<file path="src/rtl/packet_sender.sv">
// packet_sender: sop/eop/val/data packet source for the sorting pipeline.
// On an accepted start it waits for busy_i to drop, then emits one packet of
// the latched length, carrying words taken from a 16-bit Fibonacci LFSR.
// Optional feature: define PACKET_SENDER_GAPS_EN to insert one idle cycle
// after every non-eop beat; left undefined, beats are back-to-back.
module packet_sender #(
    parameter int AWIDTH = 5,
    parameter int DWIDTH = 8
) (
    input  logic              clk_i,
    input  logic              srst_i,
    input  logic              start_i,
    input  logic [AWIDTH:0]   len_i,
    input  logic [15:0]       seed_i,
    input  logic              busy_i,
    output logic [DWIDTH-1:0] data_o,
    output logic              sop_o,
    output logic              eop_o,
    output logic              val_o,
    output logic              ready_o,
    output logic              done_o
);

    typedef enum logic [1:0] {
        IDLE,
        WAIT,
        SEND
    } state_t;

    localparam logic [AWIDTH:0] MAX_LEN      = {1'b1, {AWIDTH{1'b0}}};
    localparam logic [AWIDTH:0] ONE          = {{AWIDTH{1'b0}}, 1'b1};
    localparam logic [15:0]     SEED_DEFAULT = 16'hACE1;

    state_t              state_q, state_d;
    logic [AWIDTH:0]     len_q,   len_d;
    logic [AWIDTH:0]     cnt_q,   cnt_d;
    logic [15:0]         lfsr_q,  lfsr_d;
    logic [DWIDTH-1:0]   data_q,  data_d;
    logic                sop_q,   sop_d;
    logic                eop_q,   eop_d;
    logic                val_q,   val_d;
    logic                ready_q, ready_d;
    logic                done_q,  done_d;
    logic                emit;

    // Shift-left Fibonacci step: taps 16, 14, 13, 11.
    function automatic logic [15:0] lfsr_next(input logic [15:0] s);
        return {s[14:0], s[15] ^ s[13] ^ s[12] ^ s[10]};
    endfunction

    // Next-state, beat generation and registered-output values.
    always_comb begin
        // NOTE: every variable gets a default before the case so no path
        // leaves one unassigned, which would infer a latch.
        state_d = state_q;
        len_d   = len_q;
        cnt_d   = cnt_q;
        lfsr_d  = lfsr_q;
        data_d  = data_q;
        sop_d   = 1'b0;
        eop_d   = 1'b0;
        val_d   = 1'b0;
        done_d  = 1'b0;
        emit    = 1'b0;

        case (state_q)
            IDLE: begin
                if (start_i && (len_i != '0)) begin
                    state_d = WAIT;
                    len_d   = (len_i > MAX_LEN) ? MAX_LEN : len_i;
                    lfsr_d  = (seed_i == 16'h0000) ? SEED_DEFAULT : seed_i;
                    cnt_d   = '0;
                end
            end
            WAIT: begin
                // The first beat is registered on the same edge that sees busy low.
                if (!busy_i) begin
                    state_d = SEND;
                    emit    = 1'b1;
                end
            end
            SEND: begin
                // busy_i is deliberately ignored here: downstream raises it on sop.
                if (eop_q) begin
                    // Leaving SEND only after the eop beat has been shown keeps
                    // ready low during eop and places done in the cycle after it.
                    state_d = IDLE;
                    done_d  = 1'b1;
                end else begin
`ifdef PACKET_SENDER_GAPS_EN
                    // A beat on the output now means this cycle is the gap.
                    emit = !val_q;
`else
                    emit = 1'b1;
`endif
                end
            end
            default: state_d = IDLE;
        endcase

        if (emit) begin
            data_d = lfsr_q[DWIDTH-1:0];
            val_d  = 1'b1;
            sop_d  = (state_q == WAIT);
            eop_d  = (cnt_q == (len_q - ONE));
            cnt_d  = cnt_q + ONE;
            lfsr_d = lfsr_next(lfsr_q);
        end

        ready_d = (state_d == IDLE);
    end

    // State and output registers with synchronous reset.
    always_ff @(posedge clk_i) begin
        // NOTE: sequential state uses non-blocking assignments so every flop
        // samples its pre-edge value regardless of statement order.
        if (srst_i) begin
            state_q <= IDLE;
            len_q   <= '0;
            cnt_q   <= '0;
            lfsr_q  <= '0;
            data_q  <= '0;
            sop_q   <= 1'b0;
            eop_q   <= 1'b0;
            val_q   <= 1'b0;
            ready_q <= 1'b1;
            done_q  <= 1'b0;
        end else begin
            state_q <= state_d;
            len_q   <= len_d;
            cnt_q   <= cnt_d;
            lfsr_q  <= lfsr_d;
            data_q  <= data_d;
            sop_q   <= sop_d;
            eop_q   <= eop_d;
            val_q   <= val_d;
            ready_q <= ready_d;
            done_q  <= done_d;
        end
    end

    assign data_o  = data_q;
    assign sop_o   = sop_q;
    assign eop_o   = eop_q;
    assign val_o   = val_q;
    assign ready_o = ready_q;
    assign done_o  = done_q;

endmodule

</file>
<file path="config.mk">
export PLATFORM = sky130hd
export DESIGN_NAME = packet_sender
export DESIGN_NICKNAME = d
export VERILOG_FILES = /design/src/rtl/packet_sender.sv
export SDC_FILE = /design/constraint.sdc
export NUM_CORES = 1
export LEC_CHECK = 0
export BUFFER_PORTS_ARGS = -buffer_cell sky130_fd_sc_hd__buf_4
export CAP_MARGIN = 5
export CORE_MARGIN = 10
export CORE_UTILIZATION = 49
export DETAILED_ROUTE_END_ITERATION = 8
export GPL_TIMING_DRIVEN = 0
export HOLD_SLACK_MARGIN = 0.15
export PLACE_DENSITY = 0.75
export SLEW_MARGIN = 20
export SYNTH_ARGS = -nofsm -noshare
export SYNTH_HDL_FRONTEND = slang
export SYNTH_SLANG_ARGS = --single-unit
</file>
<file path="constraint.sdc">
create_clock -name clk_i -period 1.9 [get_ports clk_i]
set_input_delay 0.285 -clock clk_i [delete_from_list [all_inputs] [get_ports clk_i]]
set_output_delay 0.285 -clock clk_i [all_outputs]
set_load 0.05 [all_outputs]
</file>
Word-level counts from Yosys, hierarchy flattened:

Cells that the tools add are included.

* equality and inequality tests: 3
* bitwise operators: 5
* muxes and demuxes: 17
* add/subtract/negate cells: 2
* reduce and logical (&&, ||, !) cells: 11
* magnitude comparators: 1

Operators by type and width (number)
* 2-to-1 mux 16 bit: 4
* 2-to-1 mux 6 bit: 4
* logical NOT 16 bit: 1
* adder 6 x 1 -> 6 bit, second input constant: 1
* equality test 6 bit: 1
* greater-than comparator 6 bit, second input constant: 1
* 2-to-1 mux 2 bit: 3
* one-hot mux 2 bit (3 select lines): 1
* nonzero test 6 bit: 1
* subtractor 6 x 1 -> 6 bit, second input constant: 1
* logical NOT 2 bit: 2
* 2-to-1 mux 1 bit: 4
* AND reduction 2 bit: 2
* nonzero test 2 bit: 2
* OR reduction 2 bit: 2
* bitwise XOR 1 bit: 3
* equality test 2 x 1 -> 1 bit, second input constant: 1
* equality test 2 bit, second input constant: 1
* NOT 1 bit: 2
* one-hot mux 1 bit (2 select lines): 1
* logical AND 1 bit: 1

* word-level logic and storage cells: 49
* output and inout bits: 13
* input port bits: 26
* bits in registers: 43

Depth between registers and ports, before layout:

* depth in word-level cells: 5
* mapped depth: 8
* mapped depth without buffers: 7

Least setup slack after synthesis:

OpenSTA, ideal clock, no wires.

* path kind: register to register
* start point: register eop_q, in the netlist eop_o
* end point: register lfsr_q[0]
* library setup time: 0.132 ns
* arrival: 1.736 ns
* period minus slack after synthesis: 1.869 ns
* stages on the path, launching flop included: 7
* setup slack: 0.031 ns
* path through: dfxtp_1 > nor2b_1 > o21ai_2 > clkbuf_1 > nand2_1 > o221ai_1 > a21oi_1

* longest elaborated chain between the ends: 4

RTL lines
* start: declaration: RTL line 40 `logic eop_q, eop_d;`
* start signal: assignment: RTL line 135 `eop_q <= eop_d;`
* 2-to-1 mux 1 bit *: RTL line 84 `if (eop_q) begin`
* one-hot mux 1 bit (2 select lines) *: RTL line 66 `case (state_q)`
* nonzero test 2 bit (no source line)
* AND reduction 2 bit (no source line)
* end signal: assignment: RTL line 132 `lfsr_q <= lfsr_d;`
* end: declaration: RTL line 37 `logic [15:0] lfsr_q, lfsr_d;`

Every way passes the cells marked *; elsewhere a longest branch is shown, timed or not.
A chain may end at the register's enable or synchronous reset.

Worst setup path after layout:

* start point: register state_q[0]
* end point: register lfsr_q[9]

* longest elaborated chain between the ends: 4

RTL lines
* start: declaration: RTL line 34 `state_t state_q, state_d;`
* start signal: assignment: RTL line 129 `state_q <= state_d;`
* equality test 2 bit or equality test 2 x 1 -> 1 bit (tied branches): RTL line 66
* one-hot mux 1 bit (2 select lines): RTL line 66
* nonzero test 2 bit (no source line)
* AND reduction 2 bit (no source line)

Several ways; a longest one is shown, not always the timed one.

==> impl_metrics.ini <==
[placement]
gp_congestion = 0.816
placed_area_um2 = 2320
portBuffers = 38
dp.cells = 321
dpl.hpwl_um = 3790
pre_cts_ws_ns = -0.214

[timing]
setup_violations = 0
worst_slack_ns = 0.0981
skew_ns = 0.00752
hold_viol_final = 0
fin_crit_sh = 0.948
slew_headroom = 0.637
max_freq_mhz = 555
slew_viol_final = 0
period_needed_ns = 1.80
rsz0062_at_grt = no
worst_pin_slew_ns = 0.544

[setup_path]
cp_cell_sequence = inv_1 -> ha_1 -> o311a_2 -> buf_2 -> nand2_1 -> a311oi_2
crit_type = register to register
crit_fanout = 10
crit_arrival_ns = 2.02
critPathSlowestCell = o311a_2
max_stage_delay_ns = 0.36
cp-start-kind = register
r2r_setup_slack_ns = 0.1
timing.critical_path.buf_inv = 2
timing.rr.start = state_q[0]$_SDFF_PP0_
r2r-end = lfsr_q[9]$_SDFFE_PP0P_
r2r_cells = 6
cp_top_family = compound AO/OA/AOI/OAI gates
crit_required_ns = 2.12
end_kind = register

[synth]
async_reset_ff_frac = 0
ys_ff_latch = 43
yosysWarnings = 0
yosysTopAreaCell = dfxtp_1
netlist.area_leader.share = 0.436
syn-num-nets = 265
synth_edf_count = 0
ys_types = 39
seq_area_frac_synth = 0.436
ys.flop_type = dfxtp_1
syn_inst = 233
postSynthAreaPerCell_um2 = 8.47
syn_area_um2 = 1970
synth.area.top_cells = dfxtp_1, nand2_1, a21oi_1

[power_and_ir_drop]
p_seq_frac = 0.507
p_int_mw = 1.38
p_clk_frac = 0.298
total_power_mw = 1.96
switching_share = 0.298
switchingPower_uw = 583
power_density_nw_per_um2 = 805
combPwrFrac = 0.195
leakagePower_nw = 0.977
peakVddDrop_uv = 359

[floorplanning]
coreArea_um2 = 3940
start_util = 0.500
rows = 23
fp.dieH_um = 83.5
io_pins = 39
die_area_um2 = 6960
die_x_um = 83.5

[grt]
overflow = 0
grt_max_degree = 14
grt_use_total = 0.144
grt_pass1_vias = 1921
antenna_found_initial = 0
grt_pass1_wl_um = 8520

[finish]
final_util = 0.617
nNetsFinal = 312
final_cell_count_no_fill = 331
syn2layout_area_growth_pct = 23.3
layout-drive-gt1-share = 0.231
multiInputGateArea_um2 = 1050
fillerInstances = 346
regArea_um2 = 861
n_antenna_cell = 0
final_cell_area_um2 = 2430

[job]
cap_violations = 0

[worst_hold_path]
hold_depth = 2
hold_end = state_q[1]$_SDFF_PP0_
worstHoldStart = srst_i
hold_path.class = input port to register

[clock_tree]
clock_latency_ns = 0.31
clockBufferDepth = 2
cts_tree = built
clock_sinks = 43
cts.clk_slew.worst_paths_ns = 0.08
cts_buffers = 5
cts-htree-levels = 2
cts_root_buf = clkbuf_8

[drt]
drt_iter0_drc = 127
detail-route-antenna-nets = 0
dr.pass1.iters = 4
vias_per_cell = 5.58
wire_per_inst_um = 15.4
route.detailed.drc = 0
drt_wl_total_um = 5090
via_count = 1847

[status]
status = complete, no violations
flip-flops by register name, summed over array words and instances, names as in the netlist:
signal and flops:
sop_o 1, ready_o 1, eop_o 1, len_q 6, data_o 8, val_o 1
state_q 2, cnt_q 6, done_o 1, lfsr_q 16
stage by stage:
step,TNS [ns],hold slack (ns)
4_1_cts,0,0.181
6_report,0,0.185
3_3_place_gp,-3.35,0.441
2_1_floorplan,0,0.376
5_1_grt,0,0.187
3_5_place_dp,-3.86,0.443
power by group through the flow:
stage          Sequential, mW  Combinational, mW  Clock, mW
5_1_grt                  1.00              0.415      0.626
3_5_place_dp             1.01              0.376          0
6_report                0.994              0.383      0.583
2_1_floorplan            1.03              0.225          0
3_3_place_gp             1.01              0.370          0
4_1_cts                 0.994              0.382      0.592
metal layers:
layer,track usage,wire [um]
met1,0.164,2320
met2,0.251,2400
met3,0.0430,322
met4,0.0457,51
met5,0,0
worst reg2reg max path, delay by kind of cell (launching register included):
kind	cells	cell delay (ns)
flops	1	0.35
compound gates	2	0.63
simple gates	1	0.09
fa+ha+maj	1	0.27
buf+inv	2	0.37
synthesized netlist by cell type, drive strengths merged, types with 2 or more instances:
cell type / instances
o21ai: 3
a21oi: 20
and3: 2
nand3: 6
xor2: 5
dfxtp: 43
nor2: 25
clkbuf: 8
xnor2: 5
buf: 3
nand2b: 2
nor2b: 2
a311oi: 6
o22ai: 6
o221ai: 2
nand2: 43
inv: 4
nor4: 6
ha: 6
nand4: 2
nand3b: 6
nor3: 14
a31oi: 5
logic make-up after synthesis:
| family | after synthesis | share of synthesized area |
|---|---|---|
| fa+ha+maj | 6 | 0.0380 |
| flops | 43 | 0.436 |
| xor+xnor | 10 | 0.0444 |
| buf+inv | 15 | 0.0336 |
| simple gates | 110 | 0.275 |
| compound gates | 49 | 0.173 |
cell usage in the layout (no fill, tap or decap), drive strengths merged, types with 3 or more instances in the layout:
cell    Yosys  routed
dfxtp      43      43
buf         3      45
inv         4       4
nor3       14      14
o21ai       3       3
a31oi       5       5
nand3b      6       6
o22ai       6       6
nand2      43      43
ha          6       6
xor2        5       5
a21oi      20      20
a311oi      6       6
nor4        6       6
nand3       6       6
xnor2       5       5
clkbuf      8      12
nor2       25      25
layout make-up:
cell class	count	area share
multi-input combinational	175	0.432
timing repair buffer	40	0.123
inverter	4	0.00617
buffer	11	0.0242
sequential	43	0.354
tap	50	0.0257
clock inverter	2	0.00514
clock buffer	6	0.0298
timing repair:
action,in CTS,in global routing
resized for setup,5,4
endpoints found under the hold margin,0,0
hold buffers,0,0
buffers inserted,2,0
endpoints found under the setup margin,29,15
pin swaps,1,0
how the worst max path moves through the flow:
stage | depth (start not counted) | endpoint | startpoint | slack (ns)
6_report | 6 | lfsr_q[9]$_SDFFE_PP0P_ | state_q[0]$_SDFF_PP0_ | 0.1
5_1_grt | 8 | lfsr_q[10]$_SDFFE_PP0P_ | state_q[1]$_SDFF_PP0_ | 0.001
4_1_cts | 8 | lfsr_q[8]$_SDFFE_PP0P_ | state_q[0]$_SDFF_PP0_ | 0.04
3_5_place_dp | 8 | lfsr_q[8]$_SDFFE_PP0P_ | state_q[0]$_SDFF_PP0_ | -0.21
3_3_place_gp | 8 | data_o[7]$_SDFFE_PP0P_ | state_q[0]$_SDFF_PP0_ | -0.19
2_1_floorplan | 6 | lfsr_q[0]$_SDFFE_PP0P_ | eop_o$_SDFF_PP0_ | 0.03
Note: power is estimated with default switching activity, not from simulation.
